[src/rtl/td4_prog_store.sv]
// td4_prog_store: TD4 instruction store. It holds a 16 x 8-bit program that is
// byte-loaded over a valid/ready port. In RUN it presents mem[pc] to the CPU as
// {immediate, opcode}.
// Optional build macro TD4_PROG_DEFAULT_EN: reset preloads a LED-chaser program
// instead of all-zero words.
module td4_prog_store #(
   parameter int DEPTH = 16,
   parameter int WIDTH = 8
) (
   input  logic             clk,
   input  logic             rst_n,
   input  logic             load_mode,
   input  logic             wr_valid,
   input  logic [WIDTH-1:0] wr_data,
   output logic             wr_ready,
   output logic [3:0]       wr_addr,
   output logic             prog_full,
   input  logic [3:0]       pc,
   output logic [3:0]       opcode,
   output logic [3:0]       immediate,
   output logic             cpu_run
);

   localparam logic [1:0] IDLE = 2'd0;
   localparam logic [1:0] LOAD = 2'd1;
   localparam logic [1:0] RUN  = 2'd2;

   logic [1:0]       state_reg;
   logic [1:0]       state_next;
   logic [3:0]       addr_reg;
   logic             full_reg;
   logic             write_en;
   logic             enter_load;
   logic [WIDTH-1:0] fetch_word;
   logic [WIDTH-1:0] mem_reg [DEPTH];

   // Value a word takes on reset: a chaser program or all zeros.
   function automatic logic [WIDTH-1:0] boot_word(input int idx);
      logic [WIDTH-1:0] w;
      w = '0;
`ifdef TD4_PROG_DEFAULT_EN
      case (idx)
         0:       w = WIDTH'(8'h1B);   // OUT 1
         1:       w = WIDTH'(8'h2B);   // OUT 2
         2:       w = WIDTH'(8'h4B);   // OUT 4
         3:       w = WIDTH'(8'h8B);   // OUT 8
         4:       w = WIDTH'(8'h0F);   // JMP 0
         default: w = '0;
      endcase
`else
      if (idx < 0) w = '0;
`endif
      return w;
   endfunction

   // Writes are accepted only while the loader owns the memory. A write in the
   // last LOAD cycle, when load_mode has already dropped, still lands.
   assign write_en   = wr_valid && (state_reg == LOAD);
   // Any edge into LOAD restarts the load at address 0.
   assign enter_load = load_mode && (state_reg != LOAD);

   // Next state depends only on load_mode. IDLE and RUN both move to LOAD when
   // load_mode is 1, and every state moves to RUN when load_mode is 0.
   always_comb begin
      state_next = RUN;
      if (load_mode) state_next = LOAD;
   end

   // State register.
   always_ff @(posedge clk) begin
      if (!rst_n) state_reg <= IDLE;
      else        state_reg <= state_next;
   end

   // Load pointer and full flag. A write never coincides with LOAD entry,
   // because entry happens from a state that ignores writes.
   always_ff @(posedge clk) begin
      if (!rst_n) begin
         addr_reg <= 4'd0;
         full_reg <= 1'b0;
      end else if (enter_load) begin
         addr_reg <= 4'd0;
         full_reg <= 1'b0;
      end else if (write_en) begin
         addr_reg <= addr_reg + 4'd1;
         if (addr_reg == 4'd15) full_reg <= 1'b1;
      end
   end

   // Program words. Each word is a register with its own reset value, so a
   // reset clears or preloads the whole program in one cycle.
   generate
      for (genvar gi = 0; gi < DEPTH; gi++) begin : g_word
         localparam logic [WIDTH-1:0] BOOT = boot_word(gi);
         // Capture the loader byte when this word is the write target.
         always_ff @(posedge clk) begin
            if (!rst_n)
               mem_reg[gi] <= BOOT;
            else if (write_en && (addr_reg == 4'(gi)))
               mem_reg[gi] <= wr_data;
         end
      end
   endgenerate

   // Zero-latency fetch. Outside RUN the CPU sees 8'h00 (ADD A,0), which has
   // no side effects.
   always_comb begin
      fetch_word = '0;
      if (state_reg == RUN) fetch_word = mem_reg[pc];
   end

   assign opcode    = fetch_word[3:0];
   assign immediate = fetch_word[7:4];
   assign wr_ready  = (state_reg == LOAD);
   assign cpu_run   = (state_reg == RUN);
   assign wr_addr   = addr_reg;
   assign prog_full = full_reg;

endmodule

[config.mk]
export PLATFORM = sky130hd
export DESIGN_NAME = td4_prog_store
export DESIGN_NICKNAME = d
export VERILOG_FILES = /design/src/rtl/td4_prog_store.sv
export SDC_FILE = /design/constraint.sdc
export NUM_CORES = 1
export LEC_CHECK = 0
export CELL_PAD_IN_SITES_DETAIL_PLACEMENT = 1
export CELL_PAD_IN_SITES_GLOBAL_PLACEMENT = 2
export CORE_MARGIN = 2
export CORE_UTILIZATION = 46
export CTS_CLUSTER_SIZE = 25
export DETAILED_ROUTE_END_ITERATION = 10
export GPL_ROUTABILITY_DRIVEN = 0
export PLACE_DENSITY = 0.9
export REMOVE_ABC_BUFFERS = 1
export SYNTH_ARGS = -nofsm -noshare
export SYNTH_HDL_FRONTEND = slang
export SYNTH_SLANG_ARGS = --single-unit
[constraint.sdc]
create_clock -name clk -period 5.7 [get_ports clk]
set_clock_uncertainty 0.2 [all_clocks]
set_input_delay 1.71 -clock clk [delete_from_list [all_inputs] [get_ports clk]]
set_output_delay 1.71 -clock clk [all_outputs]
set_load 0.02 [all_outputs]
==> out/qor.yml, run 1 <==
holdBufCountCts: 0
portBuffers: 30
synth_top_flop_cell: "edfxtp_1"
largest_reg_flops: 128
crit_path_top_delay_cell: "clkdlybuf4s50_1"
vias: 3999
grt_pass1_vias: 4275
status: "finished clean"
path_buf_inv: 5
crit_path_max_fanout: 9
n_antenna_cell: 0
cp_data_required_time_ns: 3.79
hold_class: "register to register"
grt_pass1_wl_um: 26020
rsz0062_at_grt: "false"
synth_area_um2: 6372
clk_pin_slew_worst_paths_ns: 0.05
final_max_slew_viol_count: 0
drive_above_1_share: 0.1508
routedWlPerCell_um: 23.51
synthArstFlopShare: 0
drc: 0
netlist-cell-type-count: 38
critPathMostFrequentCell: "buf_4"
die_x_um: 121.7
wl_um: 16860
synthCells: 471
crit_type: "input pin to output port"
ant_nets: 0
viasPerCell: 5.577
final.period_utilization: 0.9620
r2r_setup_slack_ns: 3.18
htree_levels: 4
cp_top_family: "buffers and inverters"
grt_antenna_before_repair: 0
yosys-top-cells-area: "edfxtp_1 (60%), and2_1 (13%), mux2i_1 (5.7%), mux4_2 (2.5%), dfxtp_1 (2.2%)"
cts_max_path_buffers: 2
dp_hpwl_um: 11280
end_kind: "output port"
start_kind: "input pin"
die_y_um: 121.7
leakage_uw: 0.002945
arrival_ns: 3.57
yosysTopAreaCell: "edfxtp_1"
slew_headroom: 0.2198
synth.top_cell.area_share: 0.6032
dieArea_um2: 14810
synth_area_per_cell_um2: 13.53
grt-ovfl-total: 0
start_util: 0.4645
vdd_drop_max_mv: 0.1981
final_util: 0.5553
yosysSeqAreaShare: 0.6252
num_rows: 43
drtPass1Iterations: 5
power.density_nw_per_um2: 322.8
setup_viol: 0
grt_start_max_net_pins: 24
timing.hold.ws_ns: 0.2887
syn2layout_area_growth_pct: 19.56
synth_edf_count: 128
root_buffer: "clkbuf_16"
core_region_area_um2: 13720
io_pins: 31
cp_slowest_stage_delay_ns: 0.54
tightest_slew_ns: 1.158
maxCapViolCount: 0
finalPower_uw: 2459
clock_latency_ns: 0.43
yosysWarnings: 0
numCtsBuffers: 17
ys_ff_latch: 135
grt_usage: 0.2493
fin_nets: 544
cts_tree: "built"
hold_viol: 0
cts.sinks: 135
fmax_ghz: 0.1824
drt_iter0_drc: 372
min_period_ns: 5.483
path_cells: "clkdlybuf4s50_1 -> buf_4 -> nor2_4 -> buf_4 -> buf_4 -> a22oi_1 -> nand3_1 -> o21ai_1 -> dlygate4sd2_1"
==> final timing paths <==
| path | startpoint | end | depth (start not counted) |
|---|---|---|---|
| max | pc[1] | immediate[1] | 9 |
| min | prog_full$_SDFFE_PP0P_ | prog_full$_SDFFE_PP0P_ | 1 |
| max reg2reg | state_reg[1]$_SDFF_PN0_ | mem_reg[10][6]$_SDFFCE_PN0P_ | 3 |
| min reg2reg | prog_full$_SDFFE_PP0P_ | prog_full$_SDFFE_PP0P_ | 1 |
==> routing by layer <==
| metal | GRT usage | vias up | routed length [µm] |
|---|---|---|---|
| met5 | 0 | - | 0 |
| met1 | 0.3138 | 2020 | 6910 |
| met2 | 0.4273 | 137 | 8727 |
| met3 | 0.05478 | 26 | 908 |
| li1 | - | 1816 | - |
| met4 | 0.08621 | 0 | 310 |
==> cell families after synthesis <==
group                    after synthesis  share of synthesized area
AO/OA/AOI/OAI                         51                    0.05301
flip-flops                           135                     0.6252
XOR/XNOR                               3                   0.004124
buffers and inverters                 28                    0.02749
multiplexers                          56                     0.1066
AND/OR/NAND/NOR                      194                     0.1757
adder cells (fa/ha/maj)                4                   0.007854
==> stage by stage <==
stage	instances	worst slack, ns	setup TNS, ns	instance area (µm²)
6_report	717	0.2166	0	7619
4_1_cts	717	-0.03285	-0.06240	7604
5_1_grt	717	0.1579	0	7619
3_3_place_gp	685	-0.1351	-0.6983	6984
3_5_place_dp	685	-0.2407	-1.104	6984
2_1_floorplan	446	1.121	0	6208
==> where the power goes <==
group / total, µW / internal, µW / switching, µW
Sequential: 1130 / 1120 / 11.2
Clock: 1160 / 765 / 399
Combinational: 169 / 67.0 / 102
==> Yosys cell counts (3+ instances only) <==
master and n:
edfxtp_1 128, mux4_2 7, o21ai_1 6, buf_6 3, buf_2 3, mux2_2 12
nor2b_1 8, mux2i_1 36, ha_1 4, nor2_1 24, nand2b_1 7, and2_1 129
inv_1 3, nand3_1 9, o21ai_0 17, o221ai_1 4, clkbuf_1 15, nand2_1 11
dfxtp_1 7, a22oi_1 12
==> cell usage in the layout, fill, tap and decap left out, types with 4 or more instances in the layout <==
cell / netlist / routed
and2_1: 129 / 129
edfxtp_1: 128 / 128
mux2i_1: 36 / 36
buf_4: 0 / 26
nor2_1: 24 / 23
clkdlybuf4s50_1: 0 / 20
o21ai_0: 17 / 17
clkbuf_16: 0 / 17
mux2_2: 12 / 12
a22oi_1: 12 / 11
nand2_1: 11 / 10
nand3_1: 9 / 9
nor2b_1: 8 / 7
mux4_2: 7 / 7
nand2b_1: 7 / 7
dfxtp_1: 7 / 7
o21ai_1: 6 / 6
dlygate4sd2_1: 0 / 6
bufinv_16: 0 / 5
clkinv_1: 0 / 5
o221ai_1: 4 / 4
ha_1: 4 / 4
==> area by class of cell <==
class                      count  area, µm²
sequential                   135       3984
multi-input combinational    308       2231
inverter                       3      11.26
clock inverter                13      183.9
tap                          180      225.2
timing repair buffer          59      550.5
clock buffer                  19      432.9
fill                        1357       6101
==> repair_timing <==
item | in CTS | in global routing
buffers inserted | 0 | 0
cloned | 0 | 0
gates resized for setup | 9 | 5
endpoints found under the setup margin | 8 | 3
Note: power is estimated with default switching activity, not from simulation.
==> inputs of run 2 (changes only) <==
CTS_CLUSTER_DIAMETER = 120   (was unset)
==> results of run 2 <==
Final layout, timing and power as in run 1 (identical DEF).
